===== src/rtl/chunked_addsub.sv =====
// Multi-cycle two's-complement adder/subtractor: CHUNK bits per clock, carry rippled
// between chunks through a register, results returned on a start/done handshake.
module chunked_addsub #(
  parameter int WIDTH = 16,
  parameter int CHUNK = 4
) (
  input  logic             clk,
  input  logic             rst_n,
  input  logic             start,
  input  logic             sub,
  input  logic             cin,
  input  logic [WIDTH-1:0] a,
  input  logic [WIDTH-1:0] b,
  output logic             busy,
  output logic             done,
  output logic [WIDTH-1:0] sum,
  output logic             carryout,
  output logic             ovf
);

  localparam int N  = WIDTH / CHUNK;
  localparam int KW = (N > 1) ? $clog2(N) : 1;

  typedef enum logic {IDLE, RUN} state_t;

  state_t           state_q, state_d;
  logic [WIDTH-1:0] op_a_q, op_a_d;
  logic [WIDTH-1:0] op_b_q, op_b_d;
  logic [WIDTH-1:0] acc_q, acc_d;
  logic [WIDTH-1:0] sum_q, sum_d;
  logic             carry_q, carry_d;
  logic             carryout_q, carryout_d;
  logic             ovf_q, ovf_d;
  logic             done_q, done_d;
  logic [KW-1:0]    k_q, k_d;

  logic [CHUNK-1:0] x_chunk;
  logic [CHUNK-1:0] y_chunk;
  logic [CHUNK-1:0] s_chunk;
  logic [CHUNK:0]   c_chain;
  logic             last_chunk;

  assign x_chunk    = op_a_q[k_q*CHUNK +: CHUNK];
  assign y_chunk    = op_b_q[k_q*CHUNK +: CHUNK];
  assign c_chain[0] = carry_q;
  assign last_chunk = (k_q == KW'(N - 1));

  // One chunk-wide ripple slice; the carry register closes the loop between passes.
  for (genvar gi = 0; gi < CHUNK; gi++) begin : g_bit
    assign s_chunk[gi]   = x_chunk[gi] ^ y_chunk[gi] ^ c_chain[gi];
    assign c_chain[gi+1] = (x_chunk[gi] & y_chunk[gi]) |
                           (x_chunk[gi] & c_chain[gi]) |
                           (y_chunk[gi] & c_chain[gi]);
  end

  always_comb begin
    state_d    = state_q;
    op_a_d     = op_a_q;
    op_b_d     = op_b_q;
    acc_d      = acc_q;
    sum_d      = sum_q;
    carry_d    = carry_q;
    carryout_d = carryout_q;
    ovf_d      = ovf_q;
    k_d        = k_q;
    done_d     = 1'b0;
    case (state_q)
      IDLE: begin
        if (start) begin
          op_a_d  = a;
          op_b_d  = sub ? ~b : b;
          carry_d = sub ? 1'b1 : cin;
          k_d     = '0;
          state_d = RUN;
        end
      end
      RUN: begin
        acc_d[k_q*CHUNK +: CHUNK] = s_chunk;
        carry_d = c_chain[CHUNK];
        k_d     = k_q + 1'b1;
        if (last_chunk) begin
          // c_chain[CHUNK-1] is the carry into the result's MSB.
          sum_d      = acc_d;
          carryout_d = c_chain[CHUNK];
          ovf_d      = c_chain[CHUNK] ^ c_chain[CHUNK-1];
          done_d     = 1'b1;
          k_d        = '0;
          state_d    = IDLE;
        end
      end
      default: state_d = IDLE;
    endcase
  end

  always_ff @(posedge clk or negedge rst_n) begin
    if (!rst_n) begin
      state_q    <= IDLE;
      op_a_q     <= '0;
      op_b_q     <= '0;
      acc_q      <= '0;
      sum_q      <= '0;
      carry_q    <= 1'b0;
      carryout_q <= 1'b0;
      ovf_q      <= 1'b0;
      done_q     <= 1'b0;
      k_q        <= '0;
    end else begin
      state_q    <= state_d;
      op_a_q     <= op_a_d;
      op_b_q     <= op_b_d;
      acc_q      <= acc_d;
      sum_q      <= sum_d;
      carry_q    <= carry_d;
      carryout_q <= carryout_d;
      ovf_q      <= ovf_d;
      done_q     <= done_d;
      k_q        <= k_d;
    end
  end

  assign busy     = (state_q == RUN);
  assign done     = done_q;
  assign sum      = sum_q;
  assign carryout = carryout_q;
  assign ovf      = ovf_q;

endmodule


===== config.mk =====
export PLATFORM = sky130hd
export DESIGN_NAME = chunked_addsub
export DESIGN_NICKNAME = d
export VERILOG_FILES = /design/src/rtl/chunked_addsub.sv
export SDC_FILE = /design/constraint.sdc
export NUM_CORES = 1
export LEC_CHECK = 0
export ABC_AREA = 0
export CELL_PAD_IN_SITES_DETAIL_PLACEMENT = 1
export CELL_PAD_IN_SITES_GLOBAL_PLACEMENT = 1
export CORE_MARGIN = 5
export CORE_UTILIZATION = 40
export CTS_BUF_LIST = sky130_fd_sc_hd__clkbuf_8 sky130_fd_sc_hd__clkbuf_16
export DETAILED_ROUTE_END_ITERATION = 8
export GPL_ROUTABILITY_DRIVEN = 0
export PLACE_DENSITY = 0.76
export SLEW_MARGIN = 5
export SYNTH_ARGS = -nofsm -noshare
export SYNTH_HDL_FRONTEND = slang
export SYNTH_SLANG_ARGS = --single-unit

===== constraint.sdc =====
create_clock -name clk -period 3.1 [get_ports clk]
set_clock_uncertainty 0.05 [all_clocks]
set_input_delay 0.31 -clock clk [delete_from_list [all_inputs] [get_ports clk]]
set_output_delay 0.31 -clock clk [all_outputs]
set_load 0.02 [all_outputs]

=== Yosys cells after proc, flatten, opt, wreduce, memory -nomap -nowiden ===
Index checks and enable logic that the tools add are counted.

* Memories kept: 0
* Output and inout bits: 20
* Memory bits (writable): 0
* Bits in latches: 0
* Bits of input ports: 37
* Word-level logic and storage cells: 64
* Flip-flop bits (word level): 71
* ROM bits: 0

* Magnitude comparators: 0
* Eq/ne operators: 2
* Shift-type cells: 4
* Multiplexer cells: 13
* Add/subtract/negate cells: 2
* $mul: 0
* Divide/modulo/power cells: 0
* Bitwise operators: 31
* Reduce and logical (&&, ||, !) cells: 2

{| class="wikitable"
|+ Operators with widths
! operator !! count
|-
| $neg A4 Y34 || 1
|-
| $shift A4 B34 Y16 const A || 1
|-
| $shiftx A4 B34 Y16 || 1
|-
| $shiftx A16 B5 Y4 || 2
|-
| $bwmux W16 || 1
|-
| $mux W16 || 1
|-
| $not A16 Y16 || 1
|-
| $and A1 B1 Y1 || 12
|-
| $xor A1 B1 Y1 || 9
|-
| $or A1 B1 Y1 || 8
|-
| $mux W1 || 6
|-
| $mux W2 || 2
|-
| $pmux W1 S2 || 2
|-
| $pmux W2 S2 || 1
|-
| $reduce_and A2 Y1 || 2
|-
| $add A2 B1 Y2 const B || 1
|-
| $eq A2 B2 Y1 const B || 1
|-
| $ne A2 B2 Y1 const B || 1
|-
| $not A1 Y1 || 1
|}

=== Longest topological paths before layout ===
Gate-level depths: netlist (run 1).

* Depth in word-level cells: 14
* Depth in mapped cells: 10
* Gate-level depth less buffers: 9

=== Worst setup path before layout (run 1) ===
Ideal clock, no wire load.

* Path kind: register to register
* Start point: register k_q[0]
* End point: register ovf_q (netlist: ovf)
* Setup slack: 0.102 ns
* Setup time: 0.125 ns
* Stages on the path, launching flop included: 11
* Path buffers: 1
* Period minus slack after synthesis: 2.998 ns
* Required time: 2.925 ns
* Arrival: 2.823 ns
* Path through: dfrtp_1 -> buf_6 -> mux4_1 -> fa_1 -> inv_1 -> fa_1 -> fa_1 -> inv_1 -> fa_1 -> xnor2_1 -> mux2_2

* Cells in the longest elaborated chain, start to end: 14
* Elaborated cells on any way between the ends: 25
* Classes of those cells: eq/ne (1); shift (2); bitwise (21); reduce/logical (1)

{| class="wikitable"
|+ Ends and longest elaborated chain
! item !! RTL line !! text
|-
| from (decl) || 35 || <nowiki>logic [KW-1:0] k_q, k_d;</nowiki>
|-
| from (signal assigned) || 117 || <nowiki>k_q <= k_d;</nowiki>
|-
| $shiftx A16 B5 Y4, on equally long branches || 43, 44 ||
|-
| $and A1 B1 Y1, on equally long branches || 51, 52 ||
|-
| $or A1 B1 Y1 || 51 || <nowiki>assign c_chain[gi+1] = (x_chunk[gi] & y_chunk[gi]) |</nowiki>
|-
| $or A1 B1 Y1 || 52 || <nowiki>(x_chunk[gi] & c_chain[gi]) |</nowiki>
|-
| $and A1 B1 Y1 || 52 ||
|-
| $or A1 B1 Y1 || 51 ||
|-
| $or A1 B1 Y1 || 52 ||
|-
| $and A1 B1 Y1 || 52 ||
|-
| $or A1 B1 Y1 || 51 ||
|-
| $or A1 B1 Y1 || 52 ||
|-
| $and A1 B1 Y1 || 52 ||
|-
| $or A1 B1 Y1 || 51 ||
|-
| $or A1 B1 Y1 (*) || 52 ||
|-
| named net c_chain[4] || 40 || <nowiki>logic [CHUNK:0] c_chain;</nowiki>
|-
| $xor A1 B1 Y1 (*) || 85 || <nowiki>ovf_d = c_chain[CHUNK] ^ c_chain[CHUNK-1];</nowiki>
|-
| to (signal assigned) || 115 || <nowiki>ovf_q <= ovf_d;</nowiki>
|-
| to (decl) || 33 || <nowiki>logic ovf_q, ovf_d;</nowiki>
|}

Mark *: on every way through the listed nets, which the timed path passes. The rest lies on a longest branch.
A chain may end at the register's enable or synchronous reset.

=== Final worst setup path (run 1) ===
Same ends and word-level chain as after synthesis.

==> run_results.csv, run 1 <==
group,metric,value,unit
cells_and_area,drive_above_1_share,25.57,%
placed_design,dp_slack,0.05687,ns
yosys,synthMuxAreaShare,19.79,%
floorplanning,die_area,10850,um2
timing,timing.final.crit_share,96.23,%
detailed_routing,top_layer_used,"met4",
timing,slew_viol_final,0,
cells_and_area,stdcell_count,417,
timing,tightestPinTransition,0.8934,ns
timing,max_freq,335.2,MHz
critical_path,cp.arrival,3.15,ns
yosys,yosys.area_share.simple,8.254,%
power,power.total,4.757,mW
critical_path,crit_required,3.27,ns
detailed_routing,dr_wl_met2,3930,um
cells_and_area,final_nets,350,
floorplanning,ios,57,
placed_design,portBuffers,56,
timing,finalSetupTns,0,ns
critical_path,path_class,"reg -> reg",
global_routing,grt_pass1_wl,12970,um
timing,setup_ws,0.1170,ns
yosys,syn_area_per_cell,14.36,um2
floorplanning,die_x,104.2,um
critical_path,crit_fanout,4,
critical_path,worst-r2r-setup-slack,0.12,ns
global_routing,antenna_found_initial,0,
timing,rsz0062_at_grt,"false",
detailed_routing,viasPerCell,5.305,
cells_and_area,diodes,0,
detailed_routing,routed-wl-met3,341,um
detailed_routing,drt-initial-drc-count,67,
floorplanning,core-area,8678,um2
global_routing,grt_max_degree,44,
status,status,"finished, final reports clean",
critical_path,slowest_stage,"mux4_1",
clocking,cts_num_sinks,67,
clocking,worstSkewPairLatency,0.34,ns
floorplanning,die_y,104.2,um
clocking,cts_tree,"yes",
detailed_routing,first_pass_iters,4,
flow_run,cap_violations,0,
yosys,syn_inst,247,
cells_and_area,area_growth_syn_to_layout,21.90,%
critical_path,end_kind,"flop",
clocking,cts_buffer_depth,2,
global_routing,overflow,0,
detailed_routing,drc,0,
global_routing,grt_pass1_vias,2458,
placed_design,dp_hpwl,5861,um
detailed_routing,dr_total_vias,2212,
timing,slew_headroom,40.25,%
detailed_routing,totalWireLength,7779,um
power,p_leak,1.871,nW
critical_path,slowest_delay,0.59,ns
yosys,synth_top_family_by_area,"multiplexers",
timing,setup_violations,0,
detailed_routing,drt-wirelength-per-cell,18.65,um
clocking,cts-root-buf,"clkbuf_8",
timing,period_needed,2.983,ns
detailed_routing,wl_met1,3384,um
timing,hold_violations,0,
floorplanning,rows,34,
power,vdd_drop_max,0.3742,mV
critical_path,start_kind,"flop",
clocking,h-tree-depth,3,
yosys,synth-compound-area-share,10.51,%
yosys,ys_warn_count,0,
critical_path,worstPathCellList,"mux4_1 > fa_1 > inv_1 > fa_1 > fa_1 > inv_1 > fa_1 > xnor2_1 > mux2_2",
yosys,ys_seq_area_share,47.27,%
yosys,syn_area,3547,um2
yosys,synth.distinct_cells,32,
yosys,synth_fa_ha_area_share,4.021,%
clocking,cts_buffers,9,
worst_hold_path,hp-class,"in -> async",
yosys,synth.net_count,293,
global_routing,gr-usage-all-layers,15.01,%
critical_path,crit_top_cell,"fa_1",
power,power.density,1100,nW/um2
yosys,synth_xor_area_share,4.198,%
floorplanning,start_util,40.87,%
detailed_routing,ant_nets,0,
placed_design,dp_cells,400,
yosys,synth_seq_cells,67,
clocking,clk_transition_reported_paths,0.07,ns
## cell families (layout without fill, tap and decap cells)
family / count (synthesis) / count (layout)
buffers and inverters: 30 / 92
xor gates and xnor gates: 17 / 17
adders and majority gates: 9 / 9
muxes: 43 / 43
and+or+nand+nor: 38 / 38
DFF: 67 / 67
AOI/OAI and AO/OA: 43 / 43
## power breakdown
part           total [mW]  switching [mW]  internal (mW)  leakage, nW
registers            1.53           0.266           1.27        0.844
clock network       0.636           0.313          0.323        0.103
logic                2.59            1.24           1.34        0.924
## Yosys cell counts (all sizes together)
| master | number | area (um2) |
|---|---|---|
| clkbuf | 3 | 11.26 |
| mux2 | 35 | 503.0 |
| buf | 17 | 162.7 |
| a21bo | 12 | 120.1 |
| o2bb2ai | 16 | 140.1 |
| nand2 | 8 | 37.54 |
| nand2b | 3 | 18.77 |
| o31ai | 2 | 15.01 |
| nand3 | 2 | 10.01 |
| dfrtp | 67 | 1677 |
| nand4bb | 4 | 45.04 |
| nor2 | 2 | 7.510 |
| a21o | 1 | 7.510 |
| o211ai | 12 | 90.09 |
| ha | 5 | 62.56 |
| inv | 10 | 37.53 |
| mux4 | 8 | 198.9 |
| nor2b | 1 | 13.76 |
| nor3b | 1 | 7.510 |
| nand3b | 2 | 15.01 |
| xor2 | 16 | 140.1 |
| fa | 4 | 80.08 |
| nand4b | 15 | 137.6 |
| xnor2 | 1 | 8.760 |
## worst paths after layout
check	end	cells past startpoint	startpoint
setup / recovery	ovf	9	k_q[0]
hold reg to reg	sum[14]	1	sum[14]
max in group asynchronous	k_q[0]	3	rst_n
hold / removal	sum[7]	2	rst_n
setup reg to reg	ovf	9	k_q[0]
min in group clk	sum[14]	1	sum[14]
## registers in the layout, indices dropped and copies added, names as in the netlist
| register | cells |
|---|---|
| op_a_q | 16 |
| sum | 16 |
| op_b_q | 16 |
| busy | 1 |
| k_q | 2 |
| carry_q | 1 |
| acc_q | 12 |
| carryout | 1 |
| done | 1 |
| ovf | 1 |
## stage by stage
| stage | util (%) | hold WS [ns] | instance area, um2 |
|---|---|---|---|
| 5_1_grt | 49.83 | 0.4194 | 4324 |
| 3_3_place_gp | 47.75 | 0.2125 | 4144 |
| 2_1_floorplan | - | -0.03559 | 3547 |
| 3_5_place_dp | 47.75 | 0.2215 | 4144 |
| 4_1_cts | 49.86 | 0.3838 | 4327 |
| 6_report | 49.83 | 0.3753 | 4324 |
## cells in the final DEF, fill, tap and decap left out, types with 5 or more instances in the layout
master	synthesis	final
mux2_2	6	6
nand2_1	7	7
buf_4	3	8
mux2_4	29	29
o2bb2ai_1	16	16
a21bo_2	12	12
xor2_1	16	16
inv_1	9	12
ha_1	5	5
nand4b_1	14	14
dfrtp_1	67	66
clkbuf_8	0	11
clkdlybuf4s50_1	0	55
o211ai_1	12	12
## cell type report
type / count / area, um2
sequential: 67 / 1678
timing repair buffer: 66 / 645.6
clock buffer: 11 / 151.4
clock inverter: 5 / 21.27
fill: 898 / 4354
inverter: 10 / 37.54
tap: 108 / 135.1
multi-input combinational: 150 / 1655
## worst max-delay path: cells and delay by family, from the launching register on
kind | cells | cell delay, ns
adder cells (fa/ha/maj) | 4 | 1.24
buffers and inverters | 2 | 0.15
flip-flops | 1 | 0.41
XOR/XNOR | 1 | 0.15
multiplexers | 2 | 0.86
## metal layers
metal | GRT usage, % | vias up
li1 | - | 1020
met3 | 3.849 | 10
met2 | 25.87 | 55
met1 | 18.13 | 1127
met4 | 5.273 | 0
met5 | 0 | -
## timing repair
| item | CTS | global route |
|---|---|---|
| resized for setup | 0 | 2 |
| endpoints found under the hold margin | 17 | 0 |
| buffers inserted | 0 | 0 |
| hold buffers | 1 | 0 |
| endpoints found under the setup margin | 0 | 6 |
No activity file was read; power rests on OpenSTA's default activity.
==> run 2: changes to the inputs <==
Settings changed: SLEW_MARGIN 5 to not set.
==> results of run 2 <==
The final DEF is identical to that of run 1; final timing and power are the same.
